$ cat config.mk
export PLATFORM = sky130hd
export DESIGN_NAME = kbd_rx
export DESIGN_NICKNAME = d
export VERILOG_FILES = /design/src/rtl/kbd_rx.sv
export SDC_FILE = /design/constraint.sdc
export NUM_CORES = 1
export LEC_CHECK = 0
export ABC_CLOCK_PERIOD_IN_PS = 3000
export CORE_UTILIZATION = 61
export CTS_CLUSTER_DIAMETER = 30
export DETAILED_ROUTE_END_ITERATION = 12
export PLACE_DENSITY = 0.83
export SYNTH_ARGS = -nofsm -noshare
export SYNTH_HDL_FRONTEND = slang
export SYNTH_SLANG_ARGS = --single-unit
$ cat constraint.sdc
create_clock -name clk -period 3 [get_ports clk]
set_input_delay 0.6 -clock clk [delete_from_list [all_inputs] [get_ports clk]]
set_output_delay 0.6 -clock clk [all_outputs]
set_load 0.02 [all_outputs]
$ cat src/rtl/kbd_rx.sv
// kbd_rx: PS/2-style serial receiver with input synchronizers, clock glitch filter and frame timeout
module kbd_rx #(
    parameter int FILTER  = 4,
    parameter int TIMEOUT = 2000
) (
    input  logic       clk,
    input  logic       reset,
    input  logic       kbd_clk,
    input  logic       kbd_dat,
    output logic [7:0] data,
    output logic       valid,
    output logic       perr,
    output logic       ferr,
    output logic       tout,
    output logic       busy
);
    localparam int FW = $clog2(FILTER + 1);
    localparam int TW = $clog2(TIMEOUT + 1);
    localparam logic [1:0] IDLE   = 2'd0;
    localparam logic [1:0] DATA   = 2'd1;
    localparam logic [1:0] PARITY = 2'd2;
    localparam logic [1:0] STOP   = 2'd3;

    logic          clk_s1, clk_s2, dat_s1, dat_s2;
    logic          fclk, fclk_q, armed;
    logic [1:0]    flush;
    logic [FW-1:0] fcnt;
    logic [TW-1:0] tcnt;
    logic [1:0]    state;
    logic [2:0]    bcnt;
    logic [7:0]    sr;
    logic          par;
    logic          fe;

    // Falling edges only count once the filtered clock has been seen high after reset.
    assign fe   = fclk_q & ~fclk & armed;
    assign busy = state != IDLE;

    // Two-flop synchronizers for both serial lines, idling high.
    always_ff @(posedge clk) begin
        if (reset) begin
            clk_s1 <= 1'b1;
            clk_s2 <= 1'b1;
            dat_s1 <= 1'b1;
            dat_s2 <= 1'b1;
        end else begin
            clk_s1 <= kbd_clk;
            clk_s2 <= clk_s1;
            dat_s1 <= kbd_dat;
            dat_s2 <= dat_s1;
        end
    end

    // Accept a new kbd_clk level only after it has persisted FILTER cycles.
    always_ff @(posedge clk) begin
        if (reset) begin
            fclk   <= 1'b1;
            fclk_q <= 1'b1;
            fcnt   <= '0;
        end else begin
            fclk_q <= fclk;
            if (clk_s2 == fclk) begin
                fcnt <= '0;
            end else if (fcnt == FW'(FILTER - 1)) begin
                fclk <= clk_s2;
                fcnt <= '0;
            end else begin
                fcnt <= fcnt + 1'b1;
            end
        end
    end

    // Arm edge detection once the synchronizer has flushed and the line is seen high.
    always_ff @(posedge clk) begin
        if (reset) begin
            flush <= 2'd0;
            armed <= 1'b0;
        end else begin
            if (flush != 2'd2) flush <= flush + 2'd1;
            if (flush == 2'd2 && fclk && clk_s2) armed <= 1'b1;
        end
    end

    // Frame state machine, timeout watchdog and result pulses.
    always_ff @(posedge clk) begin
        if (reset) begin
            state <= IDLE;
            bcnt  <= 3'd0;
            sr    <= 8'h00;
            par   <= 1'b0;
            tcnt  <= '0;
            data  <= 8'h00;
            valid <= 1'b0;
            perr  <= 1'b0;
            ferr  <= 1'b0;
            tout  <= 1'b0;
        end else begin
            valid <= 1'b0;
            perr  <= 1'b0;
            ferr  <= 1'b0;
            tout  <= 1'b0;
            if (state == IDLE || fe) begin
                tcnt <= '0;
            end else if (tcnt == TW'(TIMEOUT - 1)) begin
                tcnt  <= '0;
                tout  <= 1'b1;
                state <= IDLE;
            end else begin
                tcnt <= tcnt + 1'b1;
            end
            if (fe) begin
                case (state)
                    IDLE: begin
                        if (!dat_s2) begin
                            state <= DATA;
                            bcnt  <= 3'd0;
                        end
                    end
                    DATA: begin
                        sr    <= {dat_s2, sr[7:1]};
                        bcnt  <= bcnt + 3'd1;
                        state <= bcnt == 3'd7 ? PARITY : DATA;
                    end
                    PARITY: begin
                        par   <= dat_s2;
                        state <= STOP;
                    end
                    default: begin
                        state <= IDLE;
                        if (!dat_s2) begin
                            ferr <= 1'b1;
                        end else if (^{sr, par}) begin
                            data  <= sr;
                            valid <= 1'b1;
                        end else begin
                            perr <= 1'b1;
                        end
                    end
                endcase
            end
        end
    end
endmodule
==> impl_metrics.ini, run 1 <==
[global_routing]
antenna_found_initial = 0
grt_pass1_vias = 1336
grt-ovfl-total = 0
grtUsageTotal = 0.2023
grt_pass1_wl_um = 5478
grt_max_degree = 25

[final_layout]
finalNetCount = 258
fill_cells = 289
instances_no_fill = 290
num_antenna_cells = 0
drive_above_1_share = 0.05738
syn2layout_area_growth_pct = 11.52
final_util = 0.7079

[worst_setup_path]
critPathMostFrequentCell = inv_1
path_max_fanout = 8
reg2reg_slack_ps = 1090
startpoint = state[0]
crit_slowest_cell = clkdlybuf4s50_1
crit_type = flop to primary output
setup.worst_path.end_class = primary output
crit_path_start_kind = flop
slowest_delay_ps = 600
path_cells = inv_1, ha_1, inv_1, clkdlybuf4s50_1
r2r-start = tcnt[0]
crit_required_ps = 2400
cp.arrival_ps = 1880

[synth]
synth_area_leaders = dfxtp_1 (46%), ha_1 (6.5%), nand2b_1 (6.2%)
ys_ff_latch = 49
syn_area_per_cell_um2 = 9.332
syn_area_um2 = 2118
async_flop_share = 0
synth_nets = 242
synth.top_cell.area_share = 0.4631
yosysTopAreaCell = dfxtp_1
ys_warn_count = 0
synth_ff_type = dfxtp_1
synth.distinct_cells = 34
synth_edf_count = 0
yosysSeqAreaShare = 0.4631
synthCells = 227

[route]
wirelength_um = 3230
drtIter0Drc = 41
via_count = 1488
dr.pass1.iters = 4
vias_per_cell = 5.131
route.detailed.drc = 0
ant_nets = 0
wl_per_cell_um = 11.14

[min_path]
holdCritStartpoint = dat_s1
min_path_type = flop to flop

[timing]
fin_hold_ws_ps = 421.8
setup_violations = 0
final.setup_skew_ps = 5.062
setup_tns_ps = 0
finalHoldViolations = 0
maxSlewHeadroom = 0.7031
min_period_over_period = 0.8250
rsz0062_at_grt = false
timing.final.max_slew_violations = 0
max_freq_mhz = 404.0
period_needed_ps = 2475
worstMarginPinSlew_ps = 436.1

[pwr]
total_leakage_power_nw = 0.8347
vdd_drop_max_uv = 348.8
p_per_area_nw_per_um2 = 438.2

[clocking]
cts_buffer_depth = 2
cts_buffers = 5
cts-hold-fix-buffers = 0
numClockSinks = 49
cts_resized = 0
cts.reportedPaths.clkPinSlew_ps = 130
clk-insertion-delay-late_ps = 360
cts_root_buffer = clkbuf_4
h-tree-depth = 2
cts_setup_buffers = 0
cts_tree = done

[placed_design]
routabilityCongestion = 0.8611
dp.cells = 282
portBuffers = 16
dp_hpwl_um = 2276

[floorplanning]
die_w_um = 60.93
initial_core_util = 0.6348
row_count = 21
coreArea_um2 = 3337
die-area_um2 = 3712
die_y_um = 60.93
io_pins = 17

[run]
maxCapViolations = 0

[run_status]
status = finished, final reports clean
## path summary, 6_finish.rpt
| kind | end | cells after the start |
|---|---|---|
| max reg2reg | tcnt[4] | 5 |
| max | busy | 4 |
| min | dat_s2 | 1 |
| min reg2reg | dat_s2 | 1 |
## power by group
part           switching [mW]  internal, mW
clock network           0.189        0.0937
logic                  0.0345        0.0343
registers              0.0124         0.671
## layout make-up
cell class	count	area, µm²	share of cell area
Timing Repair Buffer	18	175.2	0.07415
Sequential cell	49	980.9	0.4153
Multi-Input combinational cell	161	1070	0.4529
Inverter	8	30.03	0.01271
Tap cell	46	57.56	0.02436
Clock buffer	8	48.80	0.02066
## kinds of logic after synthesis
group / Yosys count / synth area share
compound gates: 23 / 0.06084
buf+inv: 17 / 0.03189
simple gates: 101 / 0.2469
flops: 49 / 0.4631
mux: 9 / 0.04844
xor+xnor: 17 / 0.08387
fa+ha+maj: 11 / 0.06497
## layout by cell type, fill, tap and decap left out, drive strengths merged, types with 2 or more instances in the layout
cell and count:
a21oi 18, and3 2, buf 2, clkbuf 8, clkdlybuf4s50 16, dfxtp 49
ha 11, inv 8, mux2i 9, nand2 23, nand2b 21, nand3 8
nand3b 2, nand4 4, nand4b 2, nor2 21, nor2b 3, nor3 3
o211ai 2, or2 5, xnor2 8, xnor3 2, xor2 7
## per-layer routing
metal	GRT usage	vias up	routed length, µm
li1	-	788	-
met1	0.2464	673	1557
met2	0.3344	20	1510
met3	0.07036	7	108
met4	0.06818	0	53
met5	0	-	0
## registers in the layout, indices dropped and copies added, names as in the netlist
| signal | count |
|---|---|
| clk_s1 | 1 |
| fcnt | 3 |
| flush | 2 |
| dat_s1 | 1 |
| sr | 8 |
| dat_s2 | 1 |
| par | 1 |
| state | 2 |
| clk_s2 | 1 |
| bcnt | 3 |
| fclk | 1 |
| armed | 1 |
| perr | 1 |
| valid | 1 |
| data | 8 |
| tcnt | 11 |
| tout | 1 |
| fclk_q | 1 |
| ferr | 1 |
## cells in the mapped netlist, drive strengths merged, types with 3 or more instances
cell,count
or2,5
a21oi,18
xnor2,8
nor2b,3
clkbuf,6
inv,8
buf,3
mux2i,9
ha,11
nand4,4
nand2,23
dfxtp,49
xor2,7
nand2b,21
nand3,8
nor2,21
nor3,3
## metrics by stage
stage | cell area [µm²] | power [mW] | worst slack, ps
2_1_floorplan | 2118 | 0.7508 | 1320
3_3_place_gp | 2313 | 0.7638 | 962.9
3_5_place_dp | 2313 | 0.7676 | 917.6
4_1_cts | 2362 | 1.046 | 515.5
5_1_grt | 2362 | 1.102 | 404.5
6_report | 2362 | 1.035 | 524.9
## worst max-delay path: cells and delay by family, from the launching register on
| kind | cells | cell delay [ps] |
|---|---|---|
| adder cells (fa/ha/maj) | 1 | 290 |
| buffers and inverters | 3 | 810 |
| flip-flops | 1 | 430 |
Power figures use the tool's default switching activity.
==> run 2, diff against run 1 <==
==> config.mk (replaced) <==
export PLATFORM = sky130hd
export DESIGN_NAME = kbd_rx
export DESIGN_NICKNAME = d
export VERILOG_FILES = /design/src/rtl/kbd_rx.sv
export SDC_FILE = /design/constraint.sdc
export NUM_CORES = 1
export LEC_CHECK = 0
export ABC_CLOCK_PERIOD_IN_PS = 2420
export CORE_UTILIZATION = 57
export CTS_CLUSTER_DIAMETER = 30
export DETAILED_ROUTE_END_ITERATION = 12
export PLACE_DENSITY = 0.78
export SYNTH_ARGS = -nofsm -noshare
export SYNTH_HDL_FRONTEND = slang
export SYNTH_SLANG_ARGS = --single-unit
==> constraint.sdc (replaced) <==
create_clock -name clk -period 2.42 [get_ports clk]
set_input_delay 0.484 -clock clk [delete_from_list [all_inputs] [get_ports clk]]
set_output_delay 0.484 -clock clk [all_outputs]
set_load 0.02 [all_outputs]
==> run 2 against run 1 <==
  * Clock power up 58%
  * Utilization down 0.82 points
  * Critical path depth unchanged
  * Register-to-register slack lost 590 ps
  * Sequential power rose by 24%
  * Worst hold slack got worse by 7.3 ps
  * Largest cell class unchanged
  * Highest routed layer unchanged
==> impl_metrics.ini, run 2 (synthesis gave the netlist of run 1 again) <==
[timing]
final.setup_skew_ps = 8.740
period_needed_ps = 2296
worstMarginPinSlew_ps = 449.7
setup_tns_ps = 0
setup_violations = 0
maxSlewHeadroom = 0.6938
finalHoldViolations = 0
fin_hold_ws_ps = 414.5
max_freq_mhz = 435.6
min_period_over_period = 0.9487
timing.final.max_slew_violations = 0
rsz0062_at_grt = false

[floorplanning]
io_pins = 17
coreArea_um2 = 3442
die-area_um2 = 3964
die_y_um = 62.96
initial_core_util = 0.6154
die_w_um = 62.96
row_count = 21

[global_routing]
antenna_found_initial = 0
grtUsageTotal = 0.2017
grt_pass1_vias = 1469
grt-ovfl-total = 0
grt_max_degree = 15
grt_pass1_wl_um = 6327

[worst_setup_path]
path_cells = inv_1, ha_1, inv_1, clkdlybuf4s50_1
slowest_delay_ps = 600
r2r-end = tcnt[6]
crit_path_start_kind = flop
crit_slowest_cell = clkdlybuf4s50_1
path_max_fanout = 8
startpoint = state[1]
setup.worst_path.end_class = primary output
reg2reg_slack_ps = 500
critPathMostFrequentCell = inv_1
r2r_cells = 5
crit_family = buffers and inverters
crit_required_ps = 1940
crit_type = flop to primary output
cp.arrival_ps = 1810
crit_buf_inv = 3
critPathCapture = busy
r2r-start = tcnt[0]
worst-path-stages = 4

[placed_design]
dp_hpwl_um = 2461
portBuffers = 16
routabilityCongestion = 0.7540

[final_layout]
syn2layout_area_growth_pct = 13.70
top_register = tcnt
largest_reg_flops = 11
drive_above_1_share = 0.06504
final_util = 0.6997
final_cell_mix = dfxtp_1 (49), nand2_1 (23), nor2_1 (21), nand2b_1 (21), a21oi_1 (18)
final_common_cell = dfxtp_1
largest_registers = tcnt x11, data x8, sr x8
num_antenna_cells = 0
finalNetCount = 260

[clocking]
cts_resized = 0
cts_buffer_depth = 2
cts.reportedPaths.clkPinSlew_ps = 80
cts_tree = done
clk-insertion-delay-late_ps = 300
cts_setup_buffers = 0
cts_buffers = 5
h-tree-depth = 2
cts_root_buffer = clkbuf_8
cts-hold-fix-buffers = 0
numClockSinks = 49

[route]
drtIter0Drc = 103
dr.pass1.iters = 4
vias_per_cell = 5.144
wl_per_cell_um = 11.59
via_count = 1502
wirelength_um = 3383
ant_nets = 0
route.detailed.drc = 0

[pwr]
vdd_drop_max_uv = 513.8
p_per_area_nw_per_um2 = 574.0
total_leakage_power_nw = 0.8573

[run_status]
status = finished, final reports clean

[min_path]
min_path_type = flop to flop

[run]
maxCapViolations = 0
run 2: worst min path at each step:
stage,from,depth (start not counted),endpoint
2_1_floorplan,clk_s1,1,clk_s2
3_3_place_gp,clk_s1,1,clk_s2
3_5_place_dp,clk_s1,1,clk_s2
4_1_cts,clk_s1,1,clk_s2
5_1_grt,clk_s1,1,clk_s2
6_report,clk_s1,1,clk_s2
run 2: layer usage:
metal / up-vias / global-route usage / wire length (µm)
met5: - / 0 / 0
met1: 684 / 0.2354 / 1576
met2: 22 / 0.3481 / 1671
met3: 7 / 0.05657 / 104
li1: 789 / - / -
met4: 0 / 0.07267 / 31
run 2: area by class of cell:
cell class,count,area (µm²)
fillers,277,1033
flip-flops and latches,49,980.9
clock buffers,8,80.08
well taps,46,57.56
repair buffers,20,190.2
multi-input cells,161,1070
inverters,8,30.03
run 2: power breakdown:
part | leakage, nW | switching [mW] | internal, mW
combinational | 0.421 | 0.0448 | 0.0442
clock | 0.0395 | 0.241 | 0.205
sequential | 0.396 | 0.0158 | 0.831
run 2: metrics by stage:
stage	setup slack, ps	total power, mW	instance area, µm²	instances
floorplan	739.6	0.9308	2118	227
global placement	452.0	0.9510	2328	284
detailed placement	394.4	0.9556	2328	284
CTS	116.8	1.400	2409	292
global route	6.060	1.450	2409	292
finish	124.1	1.383	2409	292
